## config.mk

```make
export PLATFORM = sky130hd
export DESIGN_NAME = pipe_ctrl_flat
export DESIGN_NICKNAME = d
export VERILOG_FILES = /design/src/rtl/pipe_ctrl_if.sv /design/src/rtl/pipe_ctrl.sv /design/src/flat_wrapper.sv
export SDC_FILE = /design/constraint.sdc
export NUM_CORES = 1
export LEC_CHECK = 0
export CAP_MARGIN = 20
export CORE_ASPECT_RATIO = 0.75
export CORE_MARGIN = 2
export CORE_UTILIZATION = 54
export DETAILED_ROUTE_END_ITERATION = 8
export PLACE_DENSITY = 0.86
export RECOVER_POWER = 50
export SYNTH_ARGS = -nofsm -noshare
export SYNTH_HDL_FRONTEND = slang
export SYNTH_SLANG_ARGS = --single-unit
export TNS_END_PERCENT = 30
```

## constraint.sdc

```tcl
create_clock -name clk -period 6.5 [get_ports clk]
set_clock_uncertainty 0.15 [all_clocks]
set_input_delay 1.3 -clock clk [delete_from_list [all_inputs] [get_ports clk]]
set_output_delay 1.3 -clock clk [all_outputs]
set_load 0.1 [all_outputs]
```

## src/rtl/pipe_ctrl_if.sv

```systemverilog
// rtl/pipe_ctrl_if.sv - handshake/control bundle between the MIPS datapath and pipe_ctrl
//
// Signals grouped by direction as seen from the controller (slave modport):
//   inputs : step_mode, step, id_rs, id_rt, id_uses_rs, id_uses_rt, id_syscall,
//            ex_dst, ex_mem_read, jb_taken, halt_req, cnt_clr
//   outputs: pc_en, buf_en, buf_clr, stage_valid, lu, halted,
//            cyc_cnt, ret_cnt, lu_cnt, jb_cnt
// The master modport is the datapath side that drives the hazard information.
interface pipe_ctrl_if #(
    parameter int STAGES = 5,
    parameter int REG_W  = 5,
    parameter int CNT_W  = 32
);
    logic              step_mode;
    logic              step;
    logic [REG_W-1:0]  id_rs;
    logic [REG_W-1:0]  id_rt;
    logic              id_uses_rs;
    logic              id_uses_rt;
    logic              id_syscall;
    logic [REG_W-1:0]  ex_dst;
    logic              ex_mem_read;
    logic              jb_taken;
    logic              halt_req;
    logic              cnt_clr;

    logic              pc_en;
    logic [STAGES-2:0] buf_en;
    logic [STAGES-2:0] buf_clr;
    logic [STAGES-1:0] stage_valid;
    logic              lu;
    logic              halted;
    logic [CNT_W-1:0]  cyc_cnt;
    logic [CNT_W-1:0]  ret_cnt;
    logic [CNT_W-1:0]  lu_cnt;
    logic [CNT_W-1:0]  jb_cnt;

    modport master (
        output step_mode, step, id_rs, id_rt, id_uses_rs, id_uses_rt, id_syscall,
               ex_dst, ex_mem_read, jb_taken, halt_req, cnt_clr,
        input  pc_en, buf_en, buf_clr, stage_valid, lu, halted,
               cyc_cnt, ret_cnt, lu_cnt, jb_cnt
    );

    modport slave (
        input  step_mode, step, id_rs, id_rt, id_uses_rs, id_uses_rt, id_syscall,
               ex_dst, ex_mem_read, jb_taken, halt_req, cnt_clr,
        output pc_en, buf_en, buf_clr, stage_valid, lu, halted,
               cyc_cnt, ret_cnt, lu_cnt, jb_cnt
    );
endinterface

```

## src/rtl/pipe_ctrl.sv

```systemverilog
// rtl/pipe_ctrl.sv - pipeline sequencing controller: stalls, flushes, halt, single-step, perf counters
//
// Ports:
//   clk   - core clock
//   rst_n - asynchronous active-low reset
//   bus   - pipe_ctrl_if.slave: hazard inputs in, buffer enables/clears, valid bits,
//           halt flag and performance counters out
// Stage 0 = IF, 1 = ID, 2 = EX; buffer k sits between stage k and k+1.
module pipe_ctrl #(
    parameter int STAGES   = 5,
    parameter int BR_STAGE = 2,
    parameter int REG_W    = 5,
    parameter int CNT_W    = 32
) (
    input  logic          clk,
    input  logic          rst_n,
    pipe_ctrl_if.slave    bus
);
    logic              r_step_q;
    logic              r_halted;
    logic [STAGES-1:0] r_valid;
    logic [CNT_W-1:0]  r_cyc_cnt;
    logic [CNT_W-1:0]  r_ret_cnt;
    logic [CNT_W-1:0]  r_lu_cnt;
    logic [CNT_W-1:0]  r_jb_cnt;

    logic              w_adv;
    logic              w_rs_hit;
    logic              w_rt_hit;
    logic              w_sys_hit;
    logic              w_hz;
    logic              w_fl;
    logic              w_lu;
    logic [STAGES-2:0] w_buf_en;
    logic [STAGES-2:0] w_buf_clr;
    logic [STAGES-1:0] w_valid_nxt;
    logic              w_halt_set;

    // Rising-edge detect on step so a long pulse still yields one advance.
    assign w_adv = ~r_halted & (~bus.step_mode | (bus.step & ~r_step_q));

    assign w_rs_hit  = bus.id_uses_rs & (bus.id_rs == bus.ex_dst);
    assign w_rt_hit  = bus.id_uses_rt & (bus.id_rt == bus.ex_dst);
    // A syscall implicitly reads $v0 ($2) and $a0 ($4).
    assign w_sys_hit = bus.id_syscall &
                       ((bus.ex_dst == REG_W'(2)) | (bus.ex_dst == REG_W'(4)));
    assign w_hz = r_valid[1] & r_valid[2] & bus.ex_mem_read &
                  (bus.ex_dst != '0) & (w_rs_hit | w_rt_hit | w_sys_hit);

    // A taken branch kills the younger instructions, including the stalled one,
    // so the flush wins over the interlock.
    assign w_fl = bus.jb_taken & r_valid[BR_STAGE];
    assign w_lu = w_hz & ~w_fl;

    always_comb begin
        w_buf_en  = '0;
        w_buf_clr = '0;
        for (int k = 0; k < STAGES - 1; k++) begin
            w_buf_en[k]  = w_adv;
            w_buf_clr[k] = w_adv & ((w_fl & (k < BR_STAGE)) | (w_lu & (k == 1)));
        end
        // On an interlock IF/ID holds while a bubble is pushed into EX.
        w_buf_en[0] = w_adv & ~w_lu;
    end

    always_comb begin
        w_valid_nxt = r_valid;
        if (w_adv) begin
            w_valid_nxt[0] = 1'b1;
            for (int k = 0; k < STAGES - 1; k++) begin
                if (w_buf_clr[k])
                    w_valid_nxt[k+1] = 1'b0;
                else if (w_buf_en[k])
                    w_valid_nxt[k+1] = r_valid[k];
            end
        end
    end

    assign w_halt_set = bus.halt_req & r_valid[STAGES-1] & w_adv;

    always_ff @(posedge clk or negedge rst_n) begin
        if (!rst_n) begin
            r_step_q <= 1'b0;
            r_halted <= 1'b0;
            r_valid  <= '0;
        end else begin
            r_step_q <= bus.step;
            r_valid  <= w_valid_nxt;
            if (w_halt_set)
                r_halted <= 1'b1;
        end
    end

    always_ff @(posedge clk or negedge rst_n) begin
        if (!rst_n) begin
            r_cyc_cnt <= '0;
            r_ret_cnt <= '0;
            r_lu_cnt  <= '0;
            r_jb_cnt  <= '0;
        end else if (bus.cnt_clr) begin
            r_cyc_cnt <= '0;
            r_ret_cnt <= '0;
            r_lu_cnt  <= '0;
            r_jb_cnt  <= '0;
        end else if (w_adv) begin
            r_cyc_cnt <= r_cyc_cnt + CNT_W'(1);
            r_ret_cnt <= r_ret_cnt + CNT_W'(r_valid[STAGES-1]);
            r_lu_cnt  <= r_lu_cnt + CNT_W'(w_lu);
            r_jb_cnt  <= r_jb_cnt + CNT_W'(w_fl);
        end
    end

    assign bus.pc_en       = w_adv & ~w_lu;
    assign bus.buf_en      = w_buf_en;
    assign bus.buf_clr     = w_buf_clr;
    assign bus.stage_valid = r_valid;
    assign bus.lu          = w_lu;
    assign bus.halted      = r_halted;
    assign bus.cyc_cnt     = r_cyc_cnt;
    assign bus.ret_cnt     = r_ret_cnt;
    assign bus.lu_cnt      = r_lu_cnt;
    assign bus.jb_cnt      = r_jb_cnt;
endmodule

```

## src/flat_wrapper.sv

```systemverilog
// flat-port wrapper written by rule: the top's interface ports become plain ports
module pipe_ctrl_flat 
#(
    parameter int STAGES   = 5,
    parameter int BR_STAGE = 2,
    parameter int REG_W    = 5,
    parameter int CNT_W    = 32
)
  (clk, rst_n, bus_step_mode, bus_step, bus_id_rs, bus_id_rt, bus_id_uses_rs, bus_id_uses_rt, bus_id_syscall, bus_ex_dst, bus_ex_mem_read, bus_jb_taken, bus_halt_req, bus_cnt_clr, bus_pc_en, bus_buf_en, bus_buf_clr, bus_stage_valid, bus_lu, bus_halted, bus_cyc_cnt, bus_ret_cnt, bus_lu_cnt, bus_jb_cnt);
  pipe_ctrl_if #(.STAGES(STAGES), .REG_W(REG_W), .CNT_W(CNT_W)) bus_i ();
  input  logic clk;
  input  logic rst_n;
  input wire logic [$bits(bus_i.step_mode)-1:0] bus_step_mode;
  input wire logic [$bits(bus_i.step)-1:0] bus_step;
  input wire logic [$bits(bus_i.id_rs)-1:0] bus_id_rs;
  input wire logic [$bits(bus_i.id_rt)-1:0] bus_id_rt;
  input wire logic [$bits(bus_i.id_uses_rs)-1:0] bus_id_uses_rs;
  input wire logic [$bits(bus_i.id_uses_rt)-1:0] bus_id_uses_rt;
  input wire logic [$bits(bus_i.id_syscall)-1:0] bus_id_syscall;
  input wire logic [$bits(bus_i.ex_dst)-1:0] bus_ex_dst;
  input wire logic [$bits(bus_i.ex_mem_read)-1:0] bus_ex_mem_read;
  input wire logic [$bits(bus_i.jb_taken)-1:0] bus_jb_taken;
  input wire logic [$bits(bus_i.halt_req)-1:0] bus_halt_req;
  input wire logic [$bits(bus_i.cnt_clr)-1:0] bus_cnt_clr;
  output wire logic [$bits(bus_i.pc_en)-1:0] bus_pc_en;
  output wire logic [$bits(bus_i.buf_en)-1:0] bus_buf_en;
  output wire logic [$bits(bus_i.buf_clr)-1:0] bus_buf_clr;
  output wire logic [$bits(bus_i.stage_valid)-1:0] bus_stage_valid;
  output wire logic [$bits(bus_i.lu)-1:0] bus_lu;
  output wire logic [$bits(bus_i.halted)-1:0] bus_halted;
  output wire logic [$bits(bus_i.cyc_cnt)-1:0] bus_cyc_cnt;
  output wire logic [$bits(bus_i.ret_cnt)-1:0] bus_ret_cnt;
  output wire logic [$bits(bus_i.lu_cnt)-1:0] bus_lu_cnt;
  output wire logic [$bits(bus_i.jb_cnt)-1:0] bus_jb_cnt;
  assign bus_i.step_mode = bus_step_mode;
  assign bus_i.step = bus_step;
  assign bus_i.id_rs = bus_id_rs;
  assign bus_i.id_rt = bus_id_rt;
  assign bus_i.id_uses_rs = bus_id_uses_rs;
  assign bus_i.id_uses_rt = bus_id_uses_rt;
  assign bus_i.id_syscall = bus_id_syscall;
  assign bus_i.ex_dst = bus_ex_dst;
  assign bus_i.ex_mem_read = bus_ex_mem_read;
  assign bus_i.jb_taken = bus_jb_taken;
  assign bus_i.halt_req = bus_halt_req;
  assign bus_i.cnt_clr = bus_cnt_clr;
  assign bus_pc_en = bus_i.pc_en;
  assign bus_buf_en = bus_i.buf_en;
  assign bus_buf_clr = bus_i.buf_clr;
  assign bus_stage_valid = bus_i.stage_valid;
  assign bus_lu = bus_i.lu;
  assign bus_halted = bus_i.halted;
  assign bus_cyc_cnt = bus_i.cyc_cnt;
  assign bus_ret_cnt = bus_i.ret_cnt;
  assign bus_lu_cnt = bus_i.lu_cnt;
  assign bus_jb_cnt = bus_i.jb_cnt;
  pipe_ctrl #(.STAGES(STAGES), .BR_STAGE(BR_STAGE), .REG_W(REG_W), .CNT_W(CNT_W)) u_core (.clk(clk), .rst_n(rst_n), .bus(bus_i));
endmodule
```

==> qor.yml, run 1 <==
num_vias: 6119
hold_viol: 0
synth_cell_type_count: 58
max_cap_violations: 3
rsz0062_at_grt: "false"
combPwrFrac_pct: 10.7
drtIter0Drc: 380
num-nets-final: 923
final.fill_count: 1009
grt_pass1_wl_um: 29700
yosys_register_bits: 135
end_kind: "primary output"
fin_crit_sh_pct: 86.41
required_ns: 5.05
finalWeightedCongestion: 0.8615
cts.path.max_buffers: 2
postCtsSetupBuffers: 0
synthesis.area_um2: 7133
cts_sinks: 135
cts_hold_buf: 0
r2r_cells: 5
overflow: 0
arrival_ns: 4.17
power_density_nw_per_um2: 225.4
failed_checks: "max-capacitance violations, max-slew violations"
synthCells: 733
synthArstFlopShare_pct: 100.0
h-tree-depth: 4
drt_first_pass_iters: 5
rows: 36
die_y_um: 103.5
period_needed_ns: 5.617
yosys.area.top_type: "dfrtp_1"
post_drt_wl_per_cell_um: 16.39
seqPwrFrac_pct: 41.3
worst-setup-path-type: "primary input to primary output"
tightest_slew_ns: 4.022
synth_top_area_share_pct: 47.36
grtUsageTotal_pct: 25.95
cp_cell_sequence: "dlygate4sd3_1, nand2b_1, a21o_1, inv_1, o21a_1, buf_4"
reg2reg_to: "u_core.bus.ret_cnt[16]"
initial_utilization_pct: 55.18
clkPwrFrac_pct: 48.0
die_w_um: 136.7
vias_per_cell: 5.692
drc: 0
p_sw_share_pct: 25.80
hold_depth: 1
p_leak_nw: 3.874
ys_top_cells_by_area: "dfrtp_1 (47%), xor2_1 (11%), nor2_1 (6.3%)"
io_pins: 170
p_sw_w: 0.0005451
cts_tree: "built"
grt_pass1_vias: 5868
p_int_w: 0.001568
slowest_delay_ns: 0.72
synth_ff_type: "dfrtp_1"
cts_resized: 0
final.setup.tns_ns: 0
start_kind: "primary input"
fin_hold_ws_ns: 0.3643
grt_max_degree: 76
synth_seq_area_share_pct: 47.36
portBuffers: 167
dp_hpwl_um: 11890
outcome: "finished with violations"
crit_fanout: 25
regToRegSetupSlack_ns: 2.55
ys_warn_count: 0
slew_violations: 93
cts-buffers-inserted: 17
crit-reg2reg-launch: "u_core.r_step_q"
ir_worst_vdd_mv: 0.1943
design.die.area_um2: 14150
core_area_um2: 12930
ant_nets: 0
synth.most_common_cell: "dfrtp_1"
area_delta_synth_final_pct: 31.40
hp-class: "flip-flop to flip-flop"
insertion_delay_ns: 0.41
cts-root-buf: "clkbuf_16"
multiInputGateArea_um2: 3447
path_clk_slew_ns: 0.05
final-seq-area_um2: 3378
synth_common_cells: "dfrtp_1 (135), nor2_1 (120), xor2_1 (91)"
startpoint: "bus_step"
drive_gt1_share_pct: 6.091
max_slew_margin_pct: -168.1
setup_violations: 0
avgSynthCellArea_um2: 9.731
antenna_found_initial: 1
crit_end: "bus_buf_en[0]"
routed_wl_um: 17620
synth_edf_count: 0
fmax_mhz: 178.0
cp_slowest_cell: "inv_1"
worst min path at each step:
stage                               from                        end  slack (ns)
6_report       u_core.bus.stage_valid[0]  u_core.bus.stage_valid[0]        0.36
5_1_grt        u_core.bus.stage_valid[3]  u_core.bus.stage_valid[3]        0.39
4_1_cts        u_core.bus.stage_valid[3]  u_core.bus.stage_valid[4]        0.37
3_5_place_dp   u_core.bus.stage_valid[0]  u_core.bus.stage_valid[0]        0.36
3_3_place_gp   u_core.bus.stage_valid[3]  u_core.bus.stage_valid[4]        0.34
2_1_floorplan            u_core.r_step_q      u_core.bus.cyc_cnt[6]        0.71
through the flow:
stage | utilization, % | cell area, um2 | setup WS, ns | cells | total power, W
floorplan | - | 7137 | 1.239 | 734 | 0.001044
global placement | 68.55 | 8862 | 1.553 | 1042 | 0.001116
detailed placement | 68.55 | 8862 | 1.533 | 1042 | 0.001119
CTS | 73.33 | 9479 | 1.511 | 1074 | 0.002124
global route | 72.48 | 9370 | 0.7359 | 1074 | 0.002178
finish | 72.50 | 9373 | 0.8834 | 1075 | 0.002113
sequential cells by signal (all words and copies together), names as in the netlist:
| signal | cells |
|---|---|
| u_core.bus.cyc_cnt | 32 |
| u_core.bus.jb_cnt | 32 |
| u_core.bus.lu_cnt | 32 |
| u_core.bus.ret_cnt | 32 |
| u_core.bus.stage_valid | 5 |
| u_core.bus.halted | 1 |
| u_core.r_step_q | 1 |
per-layer routing:
layer | vias up | track usage (%) | routed length (um)
met3 | 15 | 6.461 | 1235
met5 | - | 0 | 0
li1 | 2876 | - | -
met4 | 0 | 5.432 | 166
met1 | 3014 | 38.10 | 8026
met2 | 214 | 39.07 | 8190
critical path: cells and delay by family:
kind / cells / cell delay, ns
AND/OR/NAND/NOR: 1 / 0.44
buffers and inverters: 3 / 1.59
AO/OA/AOI/OAI: 2 / 0.82
cells by family after synthesis:
kind of cell	Yosys count	share of synthesized area (%)
compound gates	70	7.999
mux	2	0.3157
simple gates	359	26.00
fa+ha+maj	7	1.228
other cells	1	0.05257
buf+inv	45	3.052
xor+xnor	114	14.00
flops	135	47.36
cell usage in the layout (no fill, tap or decap), types with 5 or more instances in the layout:
master,Yosys,final
a2111oi_0,3,10
a21oi_1,24,24
and2_1,5,5
and3_1,20,20
and4_1,14,14
buf_4,6,13
clkbuf_1,15,8
clkbuf_16,0,17
clkdlybuf4s50_1,0,155
dfrtp_1,135,135
ha_1,7,7
inv_1,8,9
nand2_1,55,55
nand2b_1,5,6
nand3_1,45,45
nand4_1,53,53
nor2_1,120,120
nor2b_1,6,6
nor3_1,5,5
o21ai_0,10,10
o31ai_1,5,5
or3_1,8,8
or4_1,6,6
xnor2_1,23,23
xor2_1,91,91
cell type report:
type	count	share of cell area, %
Multi-Input combinational cell	554	36.78
Sequential cell	135	36.04
Timing Repair Buffer	173	17.93
Clock buffer	24	5.033
Tap cell	171	2.283
Clock inverter	8	1.549
Inverter	9	0.3604
Antenna cell	1	0.02670
power by group through the flow:
stage	clock network (W)	logic (W)	registers (W)
global placement	0	0.000230	0.000886
finish	0.00101	0.000227	0.000872
detailed placement	0	0.000232	0.000887
CTS	0.00102	0.000232	0.000872
floorplan	0	0.0000740	0.000970
global route	0.00106	0.000240	0.000874
Note: power is estimated with default switching activity, not from simulation.
==> inputs of run 2 (changes only) <==
Settings changed: CORE_MARGIN 2 to default.
==> run 2 against run 1 <==
Effect of this change: the run still ends with max-capacitance violations, max-slew violations left; largest cell class unchanged; final area about the same; largest power group unchanged; sequential share of layout area hardly changed; fmax up 4.8%; hold slack worse by 0.0089 ns; sequential power about the same; combinational power up 2%; setup slack better by 0.26 ns; critical path type unchanged.
==> qor.yml, run 2 (synthesis gave the netlist of run 1 again) <==
p_int_w: 0.001521  # -3.0%
num_vias: 6255  # +2.2%
clkPwrFrac_pct: 47.8  # -0.2 points
power_density_nw_per_um2: 225.4  # about the same
setup_violations: 0  # unchanged
final-seq-area_um2: 3378  # unchanged
die_y_um: 101.5  # -1.9%
cts_hold_buf: 0  # unchanged
drt_first_pass_iters: 5  # unchanged
vias_per_cell: 5.846  # +2.7%
num-nets-final: 924  # +0.11%
cp_slowest_cell: "inv_1"
seqPwrFrac_pct: 41.2  # about the same
multiInputGateArea_um2: 3447  # unchanged
fin_area_um2: 9371  # about the same
p_sw_w: 0.0005909  # +8.4%
worst-setup-path-type: "primary input to primary output"
routed_wl_um: 18780  # +6.6%
crit_fanout: 25  # unchanged
final_cell_mix: "clkdlybuf4s50_1 (155), dfrtp_1 (135), nor2_1 (120)"
outcome: "finished with violations"
slowest_delay_ns: 0.61  # -0.11 ns
end_kind: "primary output"
portBuffers: 167  # unchanged
slew_violations: 85  # -8.6%
rows: 35  # -2.8%
cts-root-buf: "clkbuf_16"
final.setup.tns_ns: 0  # unchanged
grt_max_degree: 81  # +6.6%
p_leak_nw: 3.884  # +0.24%
drc: 0  # unchanged
combPwrFrac_pct: 11.0  # +0.3 points
regToRegSetupSlack_ns: 2.71  # +0.16 ns
p_sw_share_pct: 27.98  # +2.2 points
grt_pass1_vias: 6286  # +7.1%
arrival_ns: 3.91  # -0.26 ns
crit-reg2reg-launch: "u_core.r_step_q"
h-tree-depth: 4  # unchanged
cp_cell_sequence: "dlygate4sd3_1, nand2b_1, a21o_1, inv_1, o21a_1, buf_4"
required_ns: 5.05  # about the same
hold_viol: 0  # unchanged
cts_tree: "built"
cts-buffers-inserted: 17  # unchanged
core_area_um2: 12570  # -2.8%
ir_worst_vdd_mv: 0.1961  # +0.96%
fin_hold_ws_ns: 0.3554  # -0.008922 ns
fmax_mhz: 186.6  # +4.8%
post_drt_wl_per_cell_um: 17.55  # +7.1%
area_delta_synth_final_pct: 31.38  # about the same
finalWeightedCongestion: 0.8994  # +4.4%
design.die.area_um2: 13680  # -3.4%
path_clk_slew_ns: 0.06  # about the same
failed_checks: "max-capacitance violations, max-slew violations"
cts_resized: 0  # unchanged
startpoint: "bus_step"
start_kind: "primary input"
place_area_um2: 8848  # -0.16%
io_pins: 170  # unchanged
grt_pass1_wl_um: 30630  # +3.1%
postLayoutSetupSlackWorst_ns: 1.141  # +0.2579 ns
cts_sinks: 135  # unchanged
rsz0062_at_grt: "false"
max_cap_violations: 4  # +1
drive_gt1_share_pct: 6.637  # +0.55 points
tightest_slew_ns: 3.537  # -0.4856 ns
postCtsSetupBuffers: 0  # unchanged
worstHoldStart: "u_core.bus.stage_valid[0]"
grtUsageTotal_pct: 28.56  # +2.6 points
diodes: 0  # -1
hp-class: "flip-flop to flip-flop"
overflow: 0  # unchanged
final.fill_count: 837  # -17%
drtIter0Drc: 384  # +1.1%
initial_utilization_pct: 56.75  # +1.6 points
place_ws_ns: 1.471  # -0.06250 ns
die_w_um: 134.7  # -1.5%
max_slew_margin_pct: -135.8  # +32 points
insertion_delay_ns: 0.42  # about the same
fin_crit_sh_pct: 82.44  # -4.0 points
period_needed_ns: 5.359  # -0.2579 ns
cts.path.max_buffers: 2  # unchanged
antenna_found_initial: 0  # -1
layout_commonest_cell: "clkdlybuf4s50_1"
ant_nets: 0  # unchanged
dp_hpwl_um: 12790  # +7.5%
## run 2: worst max-delay path: cells and delay by family
kind / cells / cell delay (ns)
buf+inv: 3 / 1.50
compound gates: 2 / 0.62
simple gates: 1 / 0.47
## run 2: metrics by stage
step	total power, W	util, %	instances
after floorplan	0.001044	-	734
after global placement	0.001116	70.40	1036
after global routing	0.002180	74.56	1070
final	0.002112	74.56	1070
after detailed placement	0.001122	70.40	1036
after CTS	0.002130	75.31	1068
## run 2: cell type report
type	count	area share, %
clock buffers	18	4.579
clock inverters	14	2.003
inverters	9	0.3605
multi-input cells	554	36.78
flip-flops and latches	135	36.05
well taps	166	2.216
repair buffers	174	18.01
## run 2: per-layer routing
layer  vias to the layer above  global-route usage (%)  part of all wire, %
met5                         -                       0                    0
met4                         0                   9.767                  1.8
li1                       2877                       -                    -
met1                      3094                   36.91                   43
met3                        35                   6.857                  6.5
met2                       249                   47.50                   49
## run 2: path summary, 6_finish.rpt
kind,endpoint,depth (start not counted)
worst max register to register,u_core.bus.ret_cnt[18],5
worst min-delay path,u_core.bus.stage_valid[0],1
max in group asynchronous,u_core.bus.stage_valid[2],2
worst min register to register,u_core.bus.stage_valid[0],1
worst max-delay path,bus_pc_en,6
min in group asynchronous,u_core.bus.ret_cnt[18],1
## run 2: power by group through the flow
stage / sequential, W / combinational [W] / clock (W)
2_1_floorplan: 0.000970 / 0.0000740 / 0
3_3_place_gp: 0.000884 / 0.000232 / 0
3_5_place_dp: 0.000886 / 0.000237 / 0
4_1_cts: 0.000870 / 0.000237 / 0.00102
5_1_grt: 0.000871 / 0.000244 / 0.00106
6_report: 0.000870 / 0.000232 / 0.00101
==> inputs of run 3 (changes only) <==
Settings changed: CORE_UTILIZATION 54 to 46, PLACE_DENSITY 0.86 to 0.78.
Clock period 6.5 ns to 4.71 ns, I/O delays scaled along.
==> run 3 against run 2 <==
Effect of this change: utilization down 11 points; first-iteration DRC count down 3.4%; register-to-register slack worse by 1.6 ns; critical path type is now primary input to flip-flop; sequential power up 38%; die area up 17%; largest power group unchanged; the flow still finishes with violations (max-capacitance violations, max-slew violations); flip-flop and latch count unchanged.
==> qor.yml, run 3 (synthesis gave the netlist of run 1 again) <==
drc: 0  # unchanged
slowest_delay_ns: 1.94  # +1.33 ns
post_drt_wl_per_cell_um: 16.04  # -8.6%
final.setup.tns_ns: 0  # unchanged
clkPwrFrac_pct: 48.0  # +0.2 points
end_kind: "flip-flop"
num_vias: 6008  # -3.9%
die_y_um: 109.8  # +8.2%
p_sw_share_pct: 26.41  # -1.6 points
worst-setup-path-type: "primary input to flip-flop"
fin_area_um2: 9610  # +2.6%
ant_nets: 0  # unchanged
cp_cell_sequence: "dlygate4sd3_1, nand2b_4, a2111oi_0, nand4_1, xor2_1, nor2_1"
final_cell_mix: "clkdlybuf4s50_1 (155), dfrtp_1 (135), nor2_1 (119)"
power_density_nw_per_um2: 306.6  # +36%
failed_checks: "max-capacitance violations, max-slew violations"
fin_cells: 1115  # +4.2%
outcome: "finished with violations"
period_needed_ns: 4.165
cts-root-buf: "clkbuf_16"
fin_hold_ws_ns: 0.3672  # +0.01178 ns
final.fill_count: 1246  # +49%
insertion_delay_ns: 0.41  # about the same
fmax_mhz: 240.1
postCtsSetupBuffers: 0  # unchanged
h-tree-depth: 4  # unchanged
drtIter0Drc: 371  # -3.4%
final_util_pct: 63.33  # -11 points
slew_violations: 191  # +120%
p_sw_w: 0.0007781  # +32%
vias_per_cell: 5.388  # -7.8%
overflow: 0  # unchanged
crit_fanout: 19  # -24%
rsz0062_at_grt: "false"
num-nets-final: 930  # +0.65%
cts_resized: 0  # unchanged
grt_max_degree: 91  # +12%
layout_commonest_cell: "clkdlybuf4s50_1"
grt_pass1_wl_um: 29210  # -4.6%
cts.path.max_buffers: 2  # unchanged
max_slew_margin_pct: -59.14  # +77 points
dp_hpwl_um: 12200  # -4.6%
design.die.area_um2: 16010  # +17%
combPwrFrac_pct: 11.3  # +0.3 points
antenna_found_initial: 0  # unchanged
hold_viol: 0  # unchanged
cp_top_family: "compound AO/OA/AOI/OAI gates"
drive_gt1_share_pct: 7.692  # +1.1 points
fin_crit_sh_pct: 88.42
die_w_um: 145.8  # +8.2%
portBuffers: 167  # unchanged
cts_hold_buf: 0  # unchanged
place_area_um2: 9060  # +2.4%
rows: 39  # +11%
cts-buffers-inserted: 17  # unchanged
cp_slowest_cell: "a2111oi_0"
path_buf_inv: 1  # -2
tightest_slew_ns: 2.327  # -1.210 ns
arrival_ns: 4.24  # +0.33 ns
required_ns: 4.79  # -0.26 ns
max_cap_violations: 3  # -1
diodes: 0  # unchanged
p_leak_nw: 3.939  # +1.4%
drt_first_pass_iters: 4  # -1
cts_tree: "built"
cts_sinks: 135  # unchanged
ir_worst_vdd_mv: 0.2545  # +30%
hp-class: "flip-flop to flip-flop"
start_kind: "primary input"
grt_pass1_vias: 5604  # -11%
area_delta_synth_final_pct: 34.73
dp_cells: 1083  # +4.5%
p_int_w: 0.002169  # +43%
initial_utilization_pct: 47.00  # -9.8 points
grtUsageTotal_pct: 23.14  # -5.4 points
path_clk_slew_ns: 0.06  # about the same
setup_violations: 0  # unchanged
io_pins: 170  # unchanged
core_area_um2: 15180  # +21%
routed_wl_um: 17890  # -4.7%
finalWeightedCongestion: 0.8412  # -6.5%
seqPwrFrac_pct: 40.7  # -0.5 points
-- run 3: changes by cell type in the layout (fill, tap and decap cells not counted), sizes merged --
cell / change
inv: -7
clkbuf: +5
clkinv: +4
buf: +2
bufinv: +1
clkinvlp: +1
-- run 3: final timing paths --
| kind | startpoint | endpoint | slack [ns] | cells after the start |
|---|---|---|---|---|
| worst min-delay path | u_core.bus.stage_valid[3] | u_core.bus.stage_valid[4] | 0.37 | 2 |
| worst max register to register | u_core.bus.stage_valid[4] | u_core.bus.ret_cnt[20] | 1.07 | 7 |
| min in group asynchronous | rst_n | u_core.bus.ret_cnt[14] | 1.05 | 1 |
| worst max-delay path | bus_step | u_core.bus.ret_cnt[20] | 0.55 | 6 |
| max in group asynchronous | rst_n | u_core.bus.cyc_cnt[10] | 1.24 | 2 |
| worst min register to register | u_core.bus.stage_valid[3] | u_core.bus.stage_valid[4] | 0.37 | 2 |
-- run 3: stage by stage --
stage               power (W)  setup WS, ns
floorplan            0.001441        0.3362
global placement     0.001559        0.3237
detailed placement   0.001562        0.2586
CTS                  0.002983        0.6711
global route         0.003046        0.3241
finish               0.002947        0.5455
-- run 3: tightest hold or removal path: stages, from the launching register on --
cell and delay (ns):
dfrtp_1 0.38, nand2_1 0.06, nand2_1 0.05
-- run 3: power groups by stage --
| stage | combinational (W) | clock (W) | sequential [W] |
|---|---|---|---|
| floorplan | 0.000103 | 0 | 0.00134 |
| CTS | 0.000343 | 0.00144 | 0.00120 |
| global route | 0.000351 | 0.00149 | 0.00120 |
| finish | 0.000334 | 0.00141 | 0.00120 |
| detailed placement | 0.000342 | 0 | 0.00122 |
| global placement | 0.000340 | 0 | 0.00122 |
-- run 3: layout make-up --
cell class | instances | area, um2 | area share [%]
Tap cell | 205 | 256.5 | 2.669
Inverter | 9 | 33.78 | 0.3515
Sequential cell | 135 | 3378 | 35.15
Clock inverter | 13 | 177.7 | 1.849
Multi-Input combinational cell | 554 | 3495 | 36.36
Clock buffer | 19 | 452.9 | 4.713
Timing Repair Buffer | 180 | 1817 | 18.90
-- run 3: layer usage --
metal | routed length, um | vias up | track usage, %
met1 | 8616 | 2938 | 32.73
met5 | 0 | - | 0
met3 | 896 | 18 | 5.104
met4 | 204 | 0 | 6.842
li1 | - | 2896 | -
met2 | 8170 | 156 | 35.65
==> edit 1: new RTL, settings of run 3 <==
`CNT_W` is set to 32 in 3 places; all go to 16.
--- a/src/rtl/pipe_ctrl_if.sv
+++ b/src/rtl/pipe_ctrl_if.sv
@@ -10,5 +10,5 @@
     parameter int STAGES = 5,
     parameter int REG_W  = 5,
-    parameter int CNT_W  = 32
+    parameter int CNT_W  = 16
 );
     logic              step_mode;
--- a/src/rtl/pipe_ctrl.sv
+++ b/src/rtl/pipe_ctrl.sv
@@ -11,5 +11,5 @@
     parameter int BR_STAGE = 2,
     parameter int REG_W    = 5,
-    parameter int CNT_W    = 32
+    parameter int CNT_W    = 16
 ) (
     input  logic          clk,
--- a/src/flat_wrapper.sv
+++ b/src/flat_wrapper.sv
@@ -5,5 +5,5 @@
     parameter int BR_STAGE = 2,
     parameter int REG_W    = 5,
-    parameter int CNT_W    = 32
+    parameter int CNT_W    = 16
 )
   (clk, rst_n, bus_step_mode, bus_step, bus_id_rs, bus_id_rt, bus_id_uses_rs, bus_id_uses_rt, bus_id_syscall, bus_ex_dst, bus_ex_mem_read, bus_jb_taken, bus_halt_req, bus_cnt_clr, bus_pc_en, bus_buf_en, bus_buf_clr, bus_stage_valid, bus_lu, bus_halted, bus_cyc_cnt, bus_ret_cnt, bus_lu_cnt, bus_jb_cnt);
Ports: changed (resized bus_cyc_cnt, bus_jb_cnt, bus_lu_cnt and bus_ret_cnt); port bits go from 170 to 106. The function was not compared with the original's and may differ.
==> edit 1 against run 3 <==
- the run still ends with capacitance limit, slew limit left
- combinational power shrank 5%
- largest cell class is now sequential cells
- power shrank 50%
- wire length shrank 50%
- global-route usage shrank 0.91 points
- worst setup slack gained 0.20 ns
- cell area shrank 48%
- synthesized area shrank 48%
- sequential cell count shrank 64
==> edit 1: results (changes against run 3) <==
Outcome
  – Status: complete, but fails checks (unchanged)
  – Failing checks: capacitance limit, slew limit (unchanged)

Final layout
  – Filler cells: 657 (was 1,246)
  – Nets: 506 (was 930)
  – Fraction of area in registers: 35.4% (was 35.2%)
  – Multi-input logic area: 0.00175 sq mm (was 0.00349 sq mm)
  – #MultiIn Comb: 278 (was 554)

Job
  – Max-Cap Viols: 2 (was 3)

Global route
  – Largest net degree at the start of global routing: 72 (was 91)

Setup path
  – Slowest CP cell: clkdlybuf4s50_1 (was a2111oi_0)
  – CP endpoint: bus_pc_en (was u_core.bus.ret_cnt[20])
  – Critical Path Fanout Max: 4 (was 19)

CTS
  – Clk sinks: 71 (was 135)
  – Worst skew pair latency: 0.34 ns (was 0.41 ns)

Pwr
  – Leakage: 0.00211 uW (was 0.00394 uW)
  – IR drop worst, VDD: 0.160 mV (was 0.254 mV)

Placement
  – Gpl congestion: 0.827 (was 0.841)
  – Cell count after placement: 567 (was 1,083)
  – HPWL after DPL: 6.21 mm (was 12.2 mm)
  – Port bufs: 103 (was 167)

Timing
  – WHS: 0.364 ns (was 0.367 ns)
  – Max Slew Vio Count: 79 (was 191)
  – Final period util: 84.2% (was 88.4%)

Route
  – Vias per cell: 5.22 (was 5.39)
  – DR WL/cell: 15.4 microns (was 16.0 microns)
  – DRT iter0 DRCs: 181 (was 371)

Floorplanning
  – Die area: 0.00847 sq mm (was 0.0160 sq mm)

Synthesis
  – Synth Area in XOR/XNOR: 16.0% (was 14.0%)
  – Area share of fa/ha/maj cells after synthesis: 2.35% (was 1.23%)
  – Syn Area/Cell: 9.94 sq um (was 9.73 sq um)
  – Portion of netlist area occupied by mux cells: 0% (was 0.316%)
  – Largest cells by area after synthesis: dfrtp_1 48%, xor2_1 12%, nor2_1 6.6% (was dfrtp_1 47%, xor2_1 11%, nor2_1 6.3%)
  – Post-synth top cells: 71 x dfrtp_1, 66 x nor2_1, 49 x xor2_1, 40 x nand2_1, 25 x nand3_1 (was 135 x dfrtp_1, 120 x nor2_1, 91 x xor2_1, 55 x nand2_1, 53 x nand4_1)
==> edit 1: cell types whose count changed after synthesis, moves of 8 or more <==
cell,run 3,this run
dfrtp_1,135,71
a21oi_1,24,11
and3_1,20,12
nand2_1,55,40
nor2_1,120,66
nand4_1,53,12
o21ai_0,10,2
buf_2,9,1
clkbuf_1,15,7
nand3_1,45,25
or3_1,8,0
xor2_1,91,49
and4_1,14,5
==> edit 1: power by group through the flow <==
| stage | clock network (uW) | logic [uW] | registers [uW] |
|---|---|---|---|
| 2_1_floorplan | 0 | 97.3 | 785 |
| 3_3_place_gp | 0 | 317 | 661 |
| 3_5_place_dp | 0 | 320 | 663 |
| 4_1_cts | 530 | 320 | 651 |
| 5_1_grt | 555 | 331 | 654 |
| 6_report | 516 | 316 | 650 |
==> edit 1: layer usage <==
layer / track usage, % / wire (microns) / up-vias
li1: - / - / 1439
met1: 29.9 / 4150 / 1483
met2: 35.4 / 4200 / 104
met3: 6.04 / 480 / 16
met4: 6.39 / 141 / 0
met5: 0 / 0 / -
==> edit 2: new RTL, flow settings as in run 3 <==
Made on the original files. Make the reset (`rst_n`) synchronous in 2 clocked blocks. Comments in the files are not updated.
--- a/src/rtl/pipe_ctrl.sv
+++ b/src/rtl/pipe_ctrl.sv
@@ -79,5 +79,5 @@
     assign w_halt_set = bus.halt_req & r_valid[STAGES-1] & w_adv;
 
-    always_ff @(posedge clk or negedge rst_n) begin
+    always_ff @(posedge clk) begin
         if (!rst_n) begin
             r_step_q <= 1'b0;
@@ -92,5 +92,5 @@
     end
 
-    always_ff @(posedge clk or negedge rst_n) begin
+    always_ff @(posedge clk) begin
         if (!rst_n) begin
             r_cyc_cnt <= '0;
Check against the original RTL: differs if rst_n is asserted again (counterexample within 4 cycles, from zero or initial values and one cycle with rst_n low); with rst_n held inactive, the same outputs for 10 cycles.
==> edit 2 against run 3 <==
- the flow still finishes with violations (capacitance limit, slew limit)
- first-iteration DRC count down 30%
- die area down 11%
- worst setup slack gained 0.037 ns
- hold slack worse by 0.041 ns
- cell area down 8.3%
- sequential share of layout area decreased by 4.5 points
- count of clock-buffer cells in the layout unchanged
- cell count decreased by 2.8%
- core utilization rose by 3.5 points
- synthesized area decreased by 11%
- wire length shrank 9.7%
- sequential cell count stayed put
- largest cell class unchanged
Power is not compared: it rests on default switching activity, and its combinational part moved more than twofold at a synthesized area within 25%.
==> edit 2: results (changes against run 3) <==
Placement
  – Placed inst area: 0.00819 sq mm (was 0.00906 sq mm)
  – HPWL after DPL: 11.2 mm (was 12.2 mm)
  – Gpl congestion: 0.830 (was 0.841)
  – Cell count after placement: 1,051 (was 1,083)
  – Worst slack, placed: 0.355 ns (was 0.259 ns)

Global route
  – Met2 Use GR: 37.0% (was 35.6%)
  – First-pass GRT wire length: 25.8 mm (was 29.2 mm)
  – Largest net degree at the start of global routing: 64 (was 91)
  – Met1 usage: 30.8% (was 32.7%)
  – Grt met3 use: 6.63% (was 5.10%)
  – GRT Total Usage: 23.2% (was 23.1%)
  – Vias in the first global route: 5,232 (was 5,604)
  – Total grt overflow: 0 (unchanged)

Synthesis
  – Post-synth top cells: 135 x dfxtp_1, 115 x nor2_1, 67 x xor2_1, 61 x nand2_1, 48 x nand4_1 (was 135 x dfrtp_1, 120 x nor2_1, 91 x xor2_1, 55 x nand2_1, 53 x nand4_1)
  – Number of library cell types mapped by synthesis: 43 (was 58)
  – Primary FF master, synth: dfxtp_1 (was dfrtp_1)
  – Syn Area/Cell: 8.50 sq um (was 9.73 sq um)
  – Synthesis Warnings: 0 (unchanged)
  – Asr flop ratio synth: 0% (was 100%)
  – Largest cells by area after synthesis: dfxtp_1 43%, xor2_1 9.3%, nor2_1 6.8% (was dfrtp_1 47%, xor2_1 11%, nor2_1 6.3%)
  – Register area share after synthesis: 42.8% (was 47.4%)

Timing
  – Max Slew Vio Count: 64 (was 191)
  – Slew Limit Headroom: -62.3% (was -59.1%)

Setup path
  – Critical Path Fanout Max: 5 (was 19)
  – CP arrival: 3.04 ns (was 4.24 ns)
  – Max incr delay on CP: 0.64 ns (was 1.94 ns)

CTS
  – CTS H-Tree Depth: 4 (unchanged)
  – Worst-path clk slew: 0.06 ns (about the same)

Outcome
  – Status: complete, but fails checks (unchanged)
  – Failing checks: capacitance limit, slew limit (unchanged)

Route
  – Met2 WL post-DR: 7.43 mm (was 8.17 mm)
  – Met1 Wirelength: 7.51 mm (was 8.62 mm)
  – DRT iter0 DRCs: 261 (was 371)
  – WL met3: 1.08 mm (was 896 microns)
  – Vias: 5,832 (was 6,008)
  – Vias per cell: 5.38 (was 5.39)

Final layout
  – Layout cell share with drive strength beyond 1: 6.35% (was 7.69%)
  – Nets: 933 (was 930)

Job
  – Max-Cap Viols: 1 (was 3)
[edit 2: kinds of logic after synthesis]
logic type,Yosys count,share of synthesized area (%)
fa+ha+maj,7,1.39
compound gates,70,7.39
xor+xnor,114,15.8
other cells,1,0.0594
flops,135,42.8
simple gates,360,28.7
buf+inv,56,3.84
[edit 2: area by class of cell]
cell class	count	area (sq um)
clock buffers	19	433
clock inverters	13	195
fillers	1121	4380
inverters	16	60.1
multi-input cells	553	3380
flip-flops and latches	135	2700
well taps	171	214
repair buffers	177	1830
[edit 2: worst paths after layout]
path / start / end / slack, ns / depth (start not counted)
worst max-delay path: bus_ex_dst[1] / bus_buf_en[0] / 0.58 / 7
worst min-delay path: u_core.bus.ret_cnt[0] / u_core.bus.ret_cnt[0] / 0.33 / 2
worst min register to register: u_core.bus.ret_cnt[0] / u_core.bus.ret_cnt[0] / 0.33 / 2
worst max register to register: u_core.bus.stage_valid[2] / u_core.bus.lu_cnt[15] / 1.63 / 11
